**src/rtl/synth_pkg.sv**
```systemverilog
// Shared definitions for the synth control path: sequencer states, the codec
// register-write entry format and the codec power-on register table.
package synth_pkg;

    localparam logic [6:0] CODEC_I2C_ADDR = 7'h1A;
    localparam int         TABLE_LEN      = 10;

    typedef enum logic [3:0] {
        IDLE      = 4'd0,
        POWERUP   = 4'd1,
        LOAD      = 4'd2,
        REQUEST   = 4'd3,
        WAIT_DONE = 4'd4,
        GAP       = 4'd5,
        DONE      = 4'd6,
        ERROR     = 4'd7
    } seq_state_t;

    typedef struct packed {
        logic [6:0] reg_addr;
        logic [8:0] data;
    } codec_reg_t;

    // R8 (sampling control) is left out: its power-on value 000 is already
    // the wanted setting, which keeps the table at ten writes.
    function automatic codec_reg_t table_entry(input logic [3:0] idx);
        codec_reg_t e;
        case (idx)
            4'd0:    e = {7'd15, 9'h000};
            4'd1:    e = {7'd0,  9'h017};
            4'd2:    e = {7'd1,  9'h017};
            4'd3:    e = {7'd2,  9'h079};
            4'd4:    e = {7'd3,  9'h079};
            4'd5:    e = {7'd4,  9'h012};
            4'd6:    e = {7'd5,  9'h000};
            4'd7:    e = {7'd6,  9'h000};
            4'd8:    e = {7'd7,  9'h002};
            4'd9:    e = {7'd9,  9'h001};
            default: e = '0;
        endcase
        return e;
    endfunction

endpackage

```
**src/rtl/delay_counter.sv**
```systemverilog
// Loadable down-counter; expired is high for one cycle when a loaded count
// of N has run through N+1 cycles (values N..0).
module delay_counter #(
    parameter int W = 10
) (
    input  logic         clk,
    input  logic         reset,
    input  logic         load,
    input  logic [W-1:0] load_value,
    output logic         expired
);

    logic [W-1:0] count;
    logic         armed;

    always_ff @(posedge clk) begin
        if (!reset) begin
            count <= '0;
            armed <= 1'b0;
        end else if (load) begin
            count <= load_value;
            armed <= 1'b1;
        end else if (armed) begin
            if (count == '0) armed <= 1'b0;
            else             count <= count - W'(1);
        end
    end

    assign expired = armed && (count == '0);

endmodule

```
**src/rtl/codec_init_sequencer.sv**
```systemverilog
// Walks the codec register table after power-up, handing each write to the
// I2C master and retrying NACKed writes a bounded number of times.
module codec_init_sequencer
    import synth_pkg::*;
#(
    parameter int NUM_REGS       = 10,
    parameter int POWERUP_CYCLES = 1000,
    parameter int GAP_CYCLES     = 16,
    parameter int MAX_RETRY      = 3
) (
    input  logic       clk,
    input  logic       reset,
    input  logic       start,
    output logic       req_valid,
    input  logic       req_ready,
    output logic [7:0] req_byte0,
    output logic [7:0] req_byte1,
    input  logic       xfer_done,
    input  logic       xfer_nack,
    output logic       init_done,
    output logic       init_error,
    output logic [3:0] reg_index,
    output logic [3:0] state_info
);

    localparam int DLY_MAX = (POWERUP_CYCLES > GAP_CYCLES) ? POWERUP_CYCLES : GAP_CYCLES;
    localparam int CNT_W   = (DLY_MAX > 1) ? $clog2(DLY_MAX) : 1;
    localparam int RETRY_W = (MAX_RETRY > 0) ? $clog2(MAX_RETRY + 1) : 1;

    seq_state_t         state, next_state;
    logic [RETRY_W-1:0] retry_cnt;
    logic               dly_load, dly_expired;
    logic [CNT_W-1:0]   dly_value;
    logic               last_entry;
    codec_reg_t         entry;

    assign last_entry = (reg_index == 4'(NUM_REGS - 1));
    assign entry      = table_entry(reg_index);
    assign state_info = state;

    delay_counter #(.W(CNT_W)) u_delay (
        .clk        (clk),
        .reset      (reset),
        .load       (dly_load),
        .load_value (dly_value),
        .expired    (dly_expired)
    );

    // Handshake: req_valid is high exactly while in REQUEST with the bytes held
    // stable; the write transfers on the cycle req_valid && req_ready, and
    // req_valid is low from the next cycle on.
    always_comb begin
        next_state = state;
        case (state)
            IDLE:      next_state = POWERUP;
            POWERUP:   if (dly_expired) next_state = LOAD;
            LOAD:      next_state = REQUEST;
            REQUEST:   if (req_valid && req_ready) next_state = WAIT_DONE;
            WAIT_DONE: begin
                if (xfer_done) begin
                    if (!xfer_nack)                               next_state = last_entry ? DONE : GAP;
                    else if (retry_cnt < RETRY_W'(MAX_RETRY))     next_state = GAP;
                    else                                          next_state = ERROR;
                end
            end
            GAP:       if (dly_expired) next_state = LOAD;
            DONE,
            ERROR:     if (start) next_state = POWERUP;
            default:   next_state = IDLE;
        endcase

        dly_load  = (next_state != state) && ((next_state == POWERUP) || (next_state == GAP));
        dly_value = (next_state == POWERUP) ? CNT_W'(POWERUP_CYCLES - 1) : CNT_W'(GAP_CYCLES - 1);
    end

    always_ff @(posedge clk) begin
        if (!reset) begin
            state      <= IDLE;
            req_valid  <= 1'b0;
            req_byte0  <= '0;
            req_byte1  <= '0;
            init_done  <= 1'b0;
            init_error <= 1'b0;
            reg_index  <= '0;
            retry_cnt  <= '0;
        end else begin
            state      <= next_state;
            req_valid  <= (next_state == REQUEST);
            init_done  <= (next_state == DONE);
            init_error <= (next_state == ERROR);
            case (state)
                POWERUP: begin
                    if (dly_expired) begin
                        reg_index <= '0;
                        retry_cnt <= '0;
                    end
                end
                LOAD: begin
                    req_byte0 <= {entry.reg_addr, entry.data[8]};
                    req_byte1 <= entry.data[7:0];
                end
                WAIT_DONE: begin
                    // On the final NACK the count is left as is; ERROR follows.
                    if (xfer_done) begin
                        if (!xfer_nack) begin
                            retry_cnt <= '0;
                            if (!last_entry) reg_index <= reg_index + 4'd1;
                        end else if (retry_cnt < RETRY_W'(MAX_RETRY)) begin
                            retry_cnt <= retry_cnt + RETRY_W'(1);
                        end
                    end
                end
                default: ;
            endcase
        end
    end

endmodule

```
**config.mk**
```make
export PLATFORM = sky130hd
export DESIGN_NAME = codec_init_sequencer
export DESIGN_NICKNAME = d
export VERILOG_FILES = /design/src/rtl/synth_pkg.sv /design/src/rtl/delay_counter.sv /design/src/rtl/codec_init_sequencer.sv
export SDC_FILE = /design/constraint.sdc
export NUM_CORES = 1
export LEC_CHECK = 0
export ABC_AREA = 1
export CAP_MARGIN = 20
export CORE_ASPECT_RATIO = 1.1
export CORE_MARGIN = 4
export CORE_UTILIZATION = 50
export CTS_CLUSTER_DIAMETER = 150
export CTS_CLUSTER_SIZE = 16
export DETAILED_ROUTE_END_ITERATION = 8
export PLACE_DENSITY = 0.75
export SYNTH_ARGS = -nofsm -noshare
export SYNTH_HDL_FRONTEND = slang
export SYNTH_HIERARCHICAL = 1
export SYNTH_SLANG_ARGS = --single-unit
```
**constraint.sdc**
```tcl
create_clock -name clk -period 3.56 [get_ports clk]
set_input_delay 0.356 -clock clk [delete_from_list [all_inputs] [get_ports clk]]
set_output_delay 0.356 -clock clk [all_outputs]
set_load 0.02 [all_outputs]
```
; ---- After elaboration in Yosys (flattened, before gate mapping)
; Memory sizes are Yosys's and may differ from the RTL's. A register that Yosys moved wholly into a read port is not among the register bits.
; Cells that the tools add are included.
; W data, S select, Z words.
[word_totals]
reg_bits = 40
mem_bits_ro = 176
in_bits = 6
mem_count = 1
[op_classes]
add_sub_neg = 3
magnitude_cmp = 1
eq_ne = 20
muxes = 25
n_reduce_logical = 14
[memory_table]
columns = name, words, word_bits, rd, rd_clocked_by_memory_dff, write_ports, line
row1 = (name not given), 16, 11, 1, 1, 0, synth_pkg.sv:28  ; case (idx)
[op_table]
columns = op, n
row1 = $mux W10, 4
row2 = $mux W4, 8
row3 = $eq A4 B3 Y1 const B, 7
row4 = $pmux W4 S6, 1
row5 = $mux W2, 7
row6 = $eq A4 B2 Y1 const B, 3
row7 = $logic_not A10 Y1, 1
row8 = $ne A2 B2 Y1 const B, 5
row9 = $sub A10 B1 Y10 const B, 1
row10 = $eq A4 B1 Y1 const B, 2
row11 = $pmux W4 S2, 1
row12 = $reduce_and A5 Y1, 1
row13 = $add A4 B1 Y4 const B, 1
row14 = $eq A4 B4 Y1 const B, 1
row15 = $logic_not A4 Y1, 1
row16 = $ne A4 B4 Y1, 1
row17 = $pmux W2 S2, 1
row18 = $reduce_and A4 Y1, 1
row19 = $reduce_bool A2 Y1, 2
row20 = $reduce_or A2 Y1, 2
row21 = $logic_and A1 B1 Y1, 3
row22 = $mux W1, 3
row23 = $ne A3 B3 Y1 const B, 1
row24 = $add A2 B1 Y2 const B, 1
row25 = 4 further kinds, 4

; ---- Longest topological paths before layout
; Gate-level depths: netlist of run 1.
[depth]
ltp_word = 10
mapped_depth = 21

; ---- Modules after synthesis
; The synthesis of run 1 kept the hierarchy.
[modules_own_cells]
columns = mod, n_inst, cells_each, area_each_um2
row1 = codec_init_sequencer, 1, 197, 1342.5
row2 = delay_counter, 1, 130, 758.2

; ---- Worst setup path before layout of run 1
; Ideal clock, no wire load.
[synth_path]
path_type = register to register
startpoint = register u_delay.count[0]
endpoint = register u_delay.count[9]
arrival_ns = 2.318
required_time_ns = 3.449
setup_slack_ns = 1.130
stages_incl_launch_ff = 22
n_path_buf = 2
path_cell_list = dfxtp_1 inv_1 ha_1 nand2_2 nor2_4 inv_2 nor4_1 inv_1 nand2_1 nand2_1 nor2_1 nand2_2 nand3_1 nor2_1 inv_2 buf_2 nand2_1 nand2_2 buf_6 nand2_1 nand2_1 nor2_1
[synth_via]
elab_chain_len = 9
word_cells_on_any_way = 17
[synth_lines]
columns = item, line
row1 = start: declaration, delay_counter.sv:13  ; logic [W-1:0] count;
row2 = start signal: assignment, delay_counter.sv:21  ; count <= load_value;
row3 = start signal: assignment, delay_counter.sv:25  ; else count <= count - W'(1);
row4 = $logic_not A10 Y1 *, delay_counter.sv:29  ; assign expired = armed && (count == '0);
row5 = $logic_and A1 B1 Y1 *, delay_counter.sv:29
row6 = named net dly_expired, codec_init_sequencer.sv:32  ; logic dly_load, dly_expired;
row7 = $mux W4 *, "codec_init_sequencer.sv:56, codec_init_sequencer.sv:66"
row8 = $pmux W4 S6 *, codec_init_sequencer.sv:54  ; case (state)
row9 = $eq A4 B1 Y1 or $eq A4 B3 Y1 (tied branches), codec_init_sequencer.sv:72  ; dly_load = (next_state != state) && ((next_state == POWERUP) || (next_state == GAP));
row10 = $logic_or A1 B1 Y1, codec_init_sequencer.sv:72
row11 = $logic_and A1 B1 Y1 *, codec_init_sequencer.sv:72
row12 = named net dly_load, codec_init_sequencer.sv:32
row13 = $ne A2 B2 Y1 (no line) or $reduce_bool A2 Y1 (tied branches), n/a
row14 = $reduce_and A2 Y1 (no line), n/a
; Mark *: on every way through the listed nets, which the timed path passes. The rest lies on a longest branch. The select of a mux whose other input is x is not followed.
; A chain may end at the register's enable or synchronous reset.

; ---- Worst setup path after layout of run 1
[layout_path]
startpoint = register u_delay.count[0]
endpoint = register u_delay.count[1]
; The elaborated chain is that of the path after synthesis.

==> results_dict.tcl, run 1 <==
set metrics [dict create \
    ys_types 29 \
    yosysTopAreaCell "dfxtp_1" \
    dieArea_sq_mm 0.005303 \
    ys_ff_latch 33 \
    critPathKind "reg2reg" \
    start_kind "flip-flop" \
    rsz0062_at_grt "no" \
    timing.hold.ws_ps 472.2 \
    io_pins 33 \
    drtIter0Drc 102 \
    start_util_pct 52.21 \
    vias 2038 \
    postSynthCellCount 327 \
    holdCritPathClass "reg2reg" \
    antenna_found_initial 0 \
    design_area_sq_mm 0.002451 \
    routedWlPerCell_microns 11.83 \
    p_total_mw 1.107 \
    cts_buffers 5 \
    path_clk_slew_ps 70 \
    gr-total-overflow 0 \
    max-cap-violations 0 \
    stdcell_count 408 \
    numClockSinks 33 \
    worst_ep_arrival_time_ps 3280 \
    mostFrequentLayoutCell "nand2_1" \
    die_w_microns 69.80 \
    synth-simple-area-share_pct 39.25 \
    grt_pass1_vias 1905 \
    drt_wl_total_microns 4826 \
    synth-compound-area-share_pct 12.39 \
    gp_congestion 0.9039 \
    drv_slew 0 \
    vias_per_cell 4.995 \
    synthesis.area_sq_mm 0.002101 \
    placed_area_sq_mm 0.002369 \
    setup_tns_ps 0 \
    grtUsageTotal_pct 18.78 \
    synthTopCellsByArea "dfxtp_1 31%, nand2_1 14%, nor2_1 8.6%" \
    status "finished, final reports clean" \
    worstPathMaxFanout 13 \
    tightest_slew_ps 736.1 \
    final_cell_mix "78 x nand2_1, 48 x nor2_1, 35 x inv_1" \
    dpl.hpwl_microns 3638 \
    ctsHtreeMaxLevel 2 \
    report.final.setup_viol 0 \
    dp.cells 400 \
    synth.top_cell.area_share_pct 31.45 \
    yosys.area_share.adder_pct 4.169 \
    dr.pass1.iters 4 \
    synth_top_family_by_area "simple AND/OR/NAND/NOR gates" \
    grt_first_pass_wirelength_microns 8266 \
    fin_nets 368 \
    cts_tree "done" \
    slew_headroom_pct 50.74 \
    yosysWarnings 17 \
    pre_cts_ws_ps 488.4 \
    clk_path_buf_depth 2 \
    muxShareOfSynthArea_pct 0 \
    ctsHoldBuffers 0 \
    fin_skew_ps 7.194 \
    setup_ws_ps 454.3 \
    seq_area_frac_synth_pct 31.45 \
    fin_crit_sh_pct 87.24 \
    avgSynthCellArea_sq_um 6.424 \
    drcViolationCount 0 \
    cellLeakagePower_nw 1.117 \
    vdd_drop_max_uv 207.6 \
    drive_gt1_share_pct 9.551 \
    diodes 0 \
    worstPathRequired_ps 3740 \
    coreArea_sq_mm 0.004024 \
    pwr_density_cell_mw_per_mm2 451.6 \
    insertion_delay_ps 280 \
    post_cts_buffers 0 \
    grt_start_max_net_pins 15 \
    ant_nets 0 \
    period_needed_ps 3106 \
    place.port_buffers 27 \
    rows 24 \
    hold_viol 0 \
    die_y_microns 75.98 \
    cts_root_buf "clkbuf_8" \
    syn2layout_area_growth_pct 16.68 \
    synth_xor_area_share_pct 0.4169 \
    fmax_mhz 322.0 \
    critPathCaptureType "flip-flop" \
    cts_resized 0 \
    fin_util_pct 60.91 \
]
-- layer usage --
metal	up-vias	track usage, %	wire, microns
met5	-	0	0
met3	7	4.222	118
met1	922	22.42	2191
met2	24	33.08	2469
met4	0	5.939	46
li1	1085	-	-
-- flip-flops by register name, summed over array words and instances (netlist names) --
register       flops
init_done          1
req_valid          1
u_delay/count     10
req_byte1          5
init_error         1
retry_cnt          2
reg_index          4
req_byte0          4
u_delay/armed      1
state_info         4
-- power breakdown --
part           total, mW  internal [mW]  leakage (nW)  switching, mW
registers          0.454          0.408         0.269         0.0461
clock network      0.270          0.135        0.0450          0.134
logic              0.383          0.132         0.803          0.251
-- Yosys cell counts, drive strengths merged --
library cell / instances
nand2: 84
nor2: 56
inv: 41
dfxtp: 33
nand3: 32
a21oi: 24
o21ai: 17
buf: 12
ha: 7
nand4: 6
a31oi: 5
clkbuf: 2
conb: 2
nor3: 2
a211oi: 1
nor4: 1
o31ai: 1
xnor2: 1
-- worst max-delay path, stage by stage (launching register included) --
cell and delay (ps):
dfxtp_1 320, inv_1 100, ha_1 210, nand2_2 90, nor2_4 180, inv_2 50, nor4_1 350, inv_1 140
nand3_1 130, inv_1 50, nor2_1 570, inv_2 250, nand2_1 180, nand2_2 160, o21ai_1 160, nor2_1 50
-- logic make-up after synthesis --
family                   Yosys count
AO/OA/AOI/OAI                     48
XOR/XNOR                           1
adder cells (fa/ha/maj)            7
buffers and inverters             55
flip-flops                        33
other                              2
AND/OR/NAND/NOR                  181
-- area by class of cell --
cell class                 count  area (sq um)
sequential                    33         660.6
fill                         413          1573
clock inverter                 2         10.01
inverter                      41         153.9
timing repair buffer          27         270.3
tap                           52         65.06
multi-input combinational    247          1219
clock buffer                   6         72.57
-- worst paths after layout --
path	startpoint	to	slack (ps)	cells after the start
worst min-delay path	req_byte1[4]	req_byte1[4]	470	2
worst max-delay path	u_delay/count[0]	u_delay/count[1]	450	15
worst max register to register	u_delay/count[0]	u_delay/count[1]	450	15
worst min register to register	req_byte1[4]	req_byte1[4]	470	2
Power figures use the tool's default switching activity.
==> run 2, diff against run 1 <==
GPL_TIMING_DRIVEN = 0   (was not set)
==> run 2 against run 1 <==
Against the previous run:
- via count increased by 1.2%
- cell count increased by 3.4%
- wire length fell by 3.5%
- global-route usage increased by 0.55 points
- critical endpoint is now u_delay/count[9]
- total power is 5.0% higher
- highest routed layer unchanged
- setup slack better by 170 ps
- count of clock-buffer cells in the layout up 1
- critical path depth is 6 higher
- die area is the same
- hold slack worse by 1.6 ps
==> results_dict.tcl, run 2 (synthesis results as in run 1) <==
set metrics [dict create \
    status "finished, final reports clean" \
    hold_viol 0 \
    cts_buffers 5 \
    stdcell_count 422 \
    tightest_slew_ps 554.7 \
    antenna_found_initial 0 \
    setup_tns_ps 0 \
    rsz0062_at_grt "no" \
    fin_util_pct 63.81 \
    p_total_mw 1.163 \
    mostFrequentLayoutCell "nand2_1" \
    die_w_microns 69.80 \
    drive_gt1_share_pct 12.70 \
    holdCritPathClass "reg2reg" \
    cellLeakagePower_nw 1.191 \
    internal_power_uw 728.7 \
    ctsHtreeMaxLevel 2 \
    path_cells "inv_1 > ha_1 > nand2_2 > nor2_4 > inv_2 > nor4_1 > inv_1 > nand2_1 > nand2_1 > nor2_1 > nand2_2 > nand3_1 > nor2_1 > inv_2 > buf_2 > nand2_1 > nand2_2 > buf_6 > nand2_1 > nand2_1 > nor2_1" \
    place.port_buffers 27 \
    placed_area_sq_mm 0.002466 \
    worst_ep_arrival_time_ps 3120 \
    critPathCaptureType "flip-flop" \
    io_pins 33 \
    power.share.clock_pct 27.1 \
    p_comb_share_pct 34.1 \
    drcViolationCount 0 \
    grt_first_pass_wirelength_microns 8480 \
    sw_frac_of_total_pct 37.34 \
    drv_slew 0 \
    drtIter0Drc 142 \
    vias_per_cell 4.889 \
    largest-register "u_delay/count" \
    pwr_density_cell_mw_per_mm2 452.9 \
    design_area_sq_mm 0.002567 \
    post_cts_buffers 0 \
    dp.cells 414 \
    coreArea_sq_mm 0.004024 \
    switchingPower_uw 434.2 \
    gr-total-overflow 0 \
    fin_crit_sh_pct 82.58 \
    routedWlPerCell_microns 11.03 \
    cts_resized 0 \
    grt_start_max_net_pins 15 \
    slew_headroom_pct 62.91 \
    start_util_pct 52.21 \
    drt_wl_total_microns 4656 \
    die_y_microns 75.98 \
    clk_path_buf_depth 2 \
    numClockSinks 33 \
    report.final.setup_viol 0 \
    fmax_mhz 340.2 \
    grt_pass1_vias 1969 \
    cts_tree "done" \
    gp_congestion 0.8778 \
    start_kind "flip-flop" \
    cp_top_family "simple AND/OR/NAND/NOR gates" \
    dieArea_sq_mm 0.005303 \
    cpMostUsedCell "nand2_1" \
    max-cap-violations 0 \
    slowest_stage "nor4_1" \
    largest_reg_flops 10 \
    insertion_delay_ps 290 \
    final_cell_mix "78 x nand2_1, 48 x nor2_1, 35 x inv_1" \
    period_needed_ps 2940 \
    diodes 0 \
    syn2layout_area_growth_pct 22.22 \
    worstPathMaxFanout 10 \
    cp.buffers_inverters 6 \
    dpl.hpwl_microns 3541 \
    seq_power_share_pct 38.8 \
    vias 2063 \
    largest_registers "u_delay/count: 10 flops, req_byte1: 5 flops" \
    cts_root_buf "clkbuf_8" \
    path_clk_slew_ps 70 \
    ctsHoldBuffers 0 \
    fillCellCount 388 \
    fin_skew_ps 7.807 \
    fin_nets 382 \
    vdd_drop_max_uv 191.8 \
    dr.pass1.iters 4 \
    rows 24 \
    worstPathRequired_ps 3740 \
    critPathKind "reg2reg" \
    cpPeakStageDelay_ps 350 \
    ant_nets 0 \
    grtUsageTotal_pct 19.33 \
]
run 2: cell types whose count changed in the layout (fill, tap and decap cells not counted), sizes merged:
cell,change
clkinv,-1
buf,+12
clkbuf,+3
run 2: area by class of cell:
| cell class | count | area (sq um) | area share [%] |
|---|---|---|---|
| timing repair buffer | 27 | 270.3 | 10.53 |
| multi-input combinational | 247 | 1219 | 47.47 |
| buffer | 14 | 97.59 | 3.801 |
| inverter | 41 | 153.9 | 5.994 |
| clock buffer | 7 | 96.34 | 3.752 |
| sequential | 33 | 660.6 | 25.73 |
| tap | 52 | 65.06 | 2.534 |
| clock inverter | 1 | 5.005 | 0.1949 |
run 2: final timing paths:
| path | cells after the start | startpoint | slack (ps) | end |
|---|---|---|---|---|
| worst max-delay path | 21 | u_delay/count[0] | 620 | u_delay/count[9] |
| worst min-delay path | 2 | req_byte1[4] | 470 | req_byte1[4] |
| worst max register to register | 21 | u_delay/count[0] | 620 | u_delay/count[9] |
| worst min register to register | 2 | req_byte1[4] | 470 | req_byte1[4] |
run 2: layer usage:
metal  part of all wire (%)  GRT usage [%]
met4                    1.4          8.046
met3                    3.4          4.222
met2                     50          32.33
met1                     46          23.82
met5                      0              0
run 2: tightest hold or removal path: stages (launching register included):
cell and delay, ps:
dfxtp_1 310, nand2_1 60, a21oi_1 60
run 2: metrics by stage:
stage	setup slack, ps	hold slack [ps]
finish	620.2	470.6
CTS	604.1	472.9
global route	183.7	505.6
floorplan	1130	448.9
global placement	680.2	460.1
detailed placement	625.9	458.4
run 2: power groups by stage:
| stage | Sequential (mW) | Combinational [mW] | Clock [mW] |
|---|---|---|---|
| finish | 0.451 | 0.397 | 0.315 |
| global route | 0.459 | 0.464 | 0.344 |
| CTS | 0.450 | 0.401 | 0.327 |
| detailed placement | 0.458 | 0.399 | 0 |
| global placement | 0.458 | 0.390 | 0 |
| floorplan | 0.452 | 0.320 | 0 |
